===== src/rtl/mem_arbiter.sv =====
// Two-port memory arbiter: fetch port A (read-only) and data port B (read/write)
// share one memory. B wins ties; a bounded B streak keeps A from starving.
//   state   | meaning
//   IDLE    | no command on memory; arbitrate pending requests
//   GRANT_A | fetch command latched and driven; waiting for mem_resp
//   GRANT_B | data command latched and driven; waiting for mem_resp
module mem_arbiter #(
  parameter int MAX_B_STREAK = 4
) (
  input  logic        clk,
  input  logic        rst_n,
  input  logic        read_a,
  input  logic [15:0] address_a,
  output logic [15:0] rdata_a,
  output logic        resp_a,
  input  logic        read_b,
  input  logic        write_b,
  input  logic [1:0]  wmask_b,
  input  logic [15:0] address_b,
  input  logic [15:0] wdata_b,
  output logic [15:0] rdata_b,
  output logic        resp_b,
  output logic        mem_read,
  output logic        mem_write,
  output logic [1:0]  mem_wmask,
  output logic [15:0] mem_address,
  output logic [15:0] mem_wdata,
  input  logic [15:0] mem_rdata,
  input  logic        mem_resp
);

  localparam int SW = $clog2(MAX_B_STREAK + 1);
  localparam logic [SW-1:0] STREAK_MAX = SW'(MAX_B_STREAK);

  typedef enum logic [1:0] {IDLE, GRANT_A, GRANT_B} state_t;

  state_t        state, state_next;
  logic [SW-1:0] streak;
  logic          cmd_read, cmd_write;
  logic [1:0]    cmd_wmask;
  logic [15:0]   cmd_address, cmd_wdata;
  logic          req_b, grant_a, grant_b, done;

  assign req_b = read_b | write_b;

  always_ff @(posedge clk or negedge rst_n) begin
    if (!rst_n) state <= IDLE;
    else        state <= state_next;
  end

  always_comb begin
    state_next = state;
    grant_a    = 1'b0;
    grant_b    = 1'b0;
    done       = 1'b0;
    resp_a     = 1'b0;
    resp_b     = 1'b0;
    rdata_a    = '0;
    rdata_b    = '0;
    case (state)
      IDLE: begin
        // A wins only when B is quiet or B has used up its streak allowance
        if (read_a && (!req_b || streak == STREAK_MAX)) begin
          grant_a    = 1'b1;
          state_next = GRANT_A;
        end else if (req_b) begin
          grant_b    = 1'b1;
          state_next = GRANT_B;
        end
      end
      GRANT_A: begin
        if (mem_resp) begin
          resp_a     = 1'b1;
          rdata_a    = mem_rdata;
          done       = 1'b1;
          state_next = IDLE;
        end
      end
      GRANT_B: begin
        if (mem_resp) begin
          resp_b     = 1'b1;
          rdata_b    = mem_rdata;
          done       = 1'b1;
          state_next = IDLE;
        end
      end
      default: state_next = IDLE;
    endcase
  end

  always_ff @(posedge clk or negedge rst_n) begin
    if (!rst_n) begin
      streak      <= '0;
      cmd_read    <= 1'b0;
      cmd_write   <= 1'b0;
      cmd_wmask   <= '0;
      cmd_address <= '0;
      cmd_wdata   <= '0;
    end else if (grant_a) begin
      streak      <= '0;
      cmd_read    <= 1'b1;
      cmd_write   <= 1'b0;
      cmd_wmask   <= '0;
      cmd_address <= address_a;
      cmd_wdata   <= '0;
    end else if (grant_b) begin
      if (!read_a)                   streak <= '0;
      else if (streak != STREAK_MAX) streak <= streak + SW'(1);
      // read and write together is illegal; treat it as a write
      cmd_read    <= read_b & ~write_b;
      cmd_write   <= write_b;
      cmd_wmask   <= wmask_b;
      cmd_address <= address_b;
      cmd_wdata   <= wdata_b;
    end else if (done) begin
      cmd_read    <= 1'b0;
      cmd_write   <= 1'b0;
      cmd_wmask   <= '0;
      cmd_address <= '0;
      cmd_wdata   <= '0;
    end
  end

  assign mem_read    = cmd_read;
  assign mem_write   = cmd_write;
  assign mem_wmask   = cmd_wmask;
  assign mem_address = cmd_address;
  assign mem_wdata   = cmd_wdata;

endmodule


===== config.mk =====
export PLATFORM = sky130hd
export DESIGN_NAME = mem_arbiter
export DESIGN_NICKNAME = d
export VERILOG_FILES = /design/src/rtl/mem_arbiter.sv
export SDC_FILE = /design/constraint.sdc
export NUM_CORES = 1
export LEC_CHECK = 0
export CORE_AREA = 3 3 78 80
export DETAILED_ROUTE_END_ITERATION = 16
export DIE_AREA = 0 0 81 83
export PLACE_DENSITY = 0.84
export SYNTH_ARGS = -nofsm -noshare
export SYNTH_HDL_FRONTEND = slang
export SYNTH_SLANG_ARGS = --single-unit

===== constraint.sdc =====
create_clock -name clk -period 4.65 [get_ports clk]
set_input_delay 0.93 -clock clk [delete_from_list [all_inputs] [get_ports clk]]
set_output_delay 0.93 -clock clk [all_outputs]
set_load 0.02 [all_outputs]

* Word-level counts from Yosys, hierarchy flattened *
Cells that the tools add are included.
W data, S select, Z words.

cells by class
  $add $sub $neg = 1
  reductions and logical operators = 9
  equal/unequal tests = 7
  bitwise gates (word level) = 3
  multiplexer cells = 33

operators by type and width
  cell                   number
  $mux W16               8
  $mux W1                14
  $mux W2                6
  $mux W3                4
  $ne A3 B3 Y1 const B   2
  $pmux W2 S2            1
  $reduce_and A2 Y1      2
  $add A3 B1 Y3 const B  1
  $eq A3 B3 Y1 const B   1
  $ne A3 B1 Y1 const B   1
  $reduce_bool A3 Y1     1
  $eq A2 B1 Y1 const B   1
  $eq A2 B2 Y1 const B   1
  $logic_not A2 Y1       1
  $ne A2 B1 Y1 const B   1
  $reduce_bool A2 Y1     1
  $reduce_or A2 Y1       1
  $and A1 B1 Y1          1
  $logic_and A1 B1 Y1    1
  $logic_not A1 Y1       1
  $logic_or A1 B1 Y1     1
  $not A1 Y1             1
  $or A1 B1 Y1           1

storage, ports and cells
  flip-flop bits (word level) = 41
  input port bits = 72

* Depth between registers and ports, before layout *
  word-level depth = 8
  depth in mapped cells = 7
  mapped depth without buffers = 5

* Least setup slack after synthesis *
No wires, ideal clock.

  kind = input to output
  start = in mem_resp
  end = out rdata_b[10]
  buffers on the path = 2
  arrival = 1.681 ns
  path slack = 2.039 ns
  data required time = 3.720 ns
  stages = 3
  path through = clkbuf_1 -> clkbuf_1 -> and3_1

on the way
  word-level cells in the longest chain between the ends = 2

ends and longest elaborated chain
  element      line  source
  from (decl)  29    input logic mem_resp
  $mux W16     80    if (mem_resp) begin
  $mux W16     60    case (state)
  to (decl)    21    output logic [15:0] rdata_b,

Every way passes these cells.

* Final worst setup path *
  start = in mem_resp
  end = out rdata_b[8]

The elaborated chain is that of the path after synthesis.

==> results.json <==
{
  "crit_type": "in2out",
  "stdcell_count": 381,
  "worst_pin_slew_ns": 1.04,
  "worstHoldPathCells": 1,
  "gp_congestion": 0.712,
  "arrival_ns": 2.87,
  "worstSetupStartpointType": "primary input",
  "drive_gt1_share_pct": 4.21,
  "gr-total-overflow": 0,
  "yosysSeqAreaShare_pct": 50.4,
  "post_drt_wl_per_cell_um": 16.0,
  "htreeDepth": 2,
  "cp_data_required_time_ns": 3.72,
  "cts_resized": 0,
  "p_leak_uw": 0.00163,
  "start_util_pct": 37.2,
  "drt_pass1_iterations": 4,
  "worstPathMaxFanout": 36,
  "post-cts-setup-buffers": 0,
  "viasPerCell": 5.22,
  "end_kind": "output port",
  "hold_viol": 0,
  "ys_warn_count": 0,
  "hold_path.startpoint": "mem_write$_DFFE_PN0P_",
  "vias": 1990,
  "synthArstFlopShare_pct": 100,
  "grt_max_degree": 42,
  "hold_path.class": "reg2reg",
  "areaGrowthSynthToFinish_pct": 74.3,
  "grt_pass1_vias": 1902,
  "period_share_pct": 81.8,
  "coreArea_sq_mm": 0.00547,
  "maxSlewHeadroom_pct": 30.9,
  "cts_buffer_depth": 2,
  "setup_ws_ns": 0.849,
  "drtIter0Drc": 95,
  "synthCells": 175,
  "status": "completed",
  "setup_viol": 0,
  "nNetsFinal": 385,
  "wl_um": 6090,
  "synth_edf_count": 0,
  "crit-reg2reg-launch": "state[0]$_DFFE_PN0P_",
  "cts_hold_buf": 0,
  "fillers": 464,
  "p_per_area_mw_per_mm2": 558,
  "finalMaxSlewViolations": 0,
  "clk_latency_ns": 0.29,
  "drc": 0,
  "r2r_end": "mem_address[10]$_DFFE_PN0P_",
  "tns_ns": 0,
  "dp_hpwl_um": 4580,
  "synth_seq_cells": 41,
  "ios": 142,
  "rr_worst_depth": 5,
  "regToRegSetupSlack_ns": 2.57,
  "synthesis.nets": 252,
  "clock_sinks": 41,
  "maxCapViolations": 0,
  "ys.flop_type": "dfrtp_1",
  "rsz0062_at_grt": "false",
  "netlist_area_sq_mm": 0.00204,
  "cts.clk_slew.worst_paths_ns": 0.08,
  "fin_crit_ns": 3.80,
  "dp_slack_ns": 0.861,
  "cts_root_buf": "clkbuf_8",
  "cts_tree": "done",
  "peakVddDrop_mv": 0.315,
  "fp.dieH_um": 83,
  "place.port_buffers": 141,
  "numCtsBuffers": 5,
  "postSynthAreaPerCell_sq_um": 11.6,
  "max_freq_ghz": 0.263,
  "diodes": 0,
  "die_area_sq_mm": 0.00672,
  "placed_cells": 373,
  "die_w_um": 81,
  "rows": 27,
  "grt_util_all_layers_pct": 18.4,
  "antenna_found_initial": 0,
  "hold_end": "mem_write$_DFFE_PN0P_",
  "ant_nets": 0,
  "synth.distinct_cells": 25,
  "grt_pass1_wl_um": 9790,
  "fin_skew_ns": 0.00550
}
-- report_power, final --
part | total, uW | internal [uW] | switching (uW)
logic | 1090 | 537 | 549
registers | 608 | 514 | 93.8
clock network | 286 | 161 | 126
total | 1980 | 1210 | 768
-- cells in the final DEF (no fill, tap or decap), drive strengths merged, types with 2 or more instances in the layout --
master,Yosys,final
ha,5,5
a221o,17,17
dfrtp,41,41
buf,7,2
a22o,18,18
a21boi,2,2
clkbuf,9,5
clkdlybuf4s50,0,140
inv,4,4
o2bb2ai,2,2
and3,49,49
a32o,3,3
nand3,2,2
nand2b,2,2
nand2,2,2
and2,4,4
-- sequential cells by signal, indices dropped and copies added, names as in the netlist --
name and count:
mem_address 16, mem_wdata 16, streak 3, mem_wmask 2, state 2, mem_read 1
mem_write 1
-- cells in the mapped netlist (2+ instances only) --
master | count | area, sq um
nand2_1 | 2 | 7.51
o2bb2ai_1 | 2 | 17.5
a221o_1 | 17 | 170
clkbuf_1 | 9 | 33.8
a32o_1 | 3 | 30.0
ha_1 | 5 | 62.6
a22o_1 | 18 | 158
dfrtp_1 | 41 | 1030
and2_1 | 4 | 25.0
nand2b_1 | 2 | 12.5
and3_1 | 49 | 307
buf_6 | 6 | 67.6
nand3_1 | 2 | 10.0
inv_1 | 4 | 15.0
-- per-layer routing --
metal  GRT usage (%)  vias to the layer above  share of wire [%]
li1                -                      942                  -
met1            22.0                      952                 40
met2            31.5                       92                 50
met3            6.07                        4                9.8
met4            4.15                        0               0.62
met5               0                        -                  0
-- layout make-up --
cell class | instances | area (sq um) | area share [%]
Clock buffer | 5 | 68.8 | 1.94
Multi-Input combinational cell | 114 | 890 | 25.1
Sequential cell | 41 | 1030 | 28.9
Tap cell | 72 | 90.1 | 2.54
Timing Repair Buffer | 142 | 1410 | 39.8
Clock inverter | 3 | 46.3 | 1.30
Inverter | 4 | 15.0 | 0.423
-- worst max-delay path by stage --
stage | cells after the start | startpoint | end
floorplan | 3 | mem_resp | rdata_b[10]
global placement | 3 | mem_resp | rdata_b[7]
detailed placement | 3 | mem_resp | rdata_b[8]
CTS | 3 | mem_resp | rdata_b[8]
global route | 3 | mem_resp | rdata_b[1]
finish | 3 | mem_resp | rdata_b[8]
-- critical path, stage by stage --
cell and delay, ns:
clkdlybuf4s50_1 1.04, and3_1 0.27, clkdlybuf4s50_1 0.63
-- logic make-up (layout without fill, tap and decap cells) --
logic type	Yosys count	in the layout	synth area share, %
buffers and inverters	20	154	5.96
AOI/OAI and AO/OA	45	45	21.0
and+or+nand+nor	63	63	19.0
DFF	41	41	50.4
adders and majority gates	5	5	3.07
muxes	1	1	0.553
-- metrics by stage --
stage          utilization, %  hold WS (ns)  instance area [sq um]  power (uW)
6_report                 64.9         0.499                   3550        1980
5_1_grt                  64.9         0.522                   3550        2110
4_1_cts                  64.9         0.507                   3550        2010
3_5_place_dp             62.8         0.485                   3430        1710
2_1_floorplan               -         0.466                   2040        1240
3_3_place_gp             62.8         0.481                   3430        1680
Note: power is estimated with default switching activity, not from simulation.
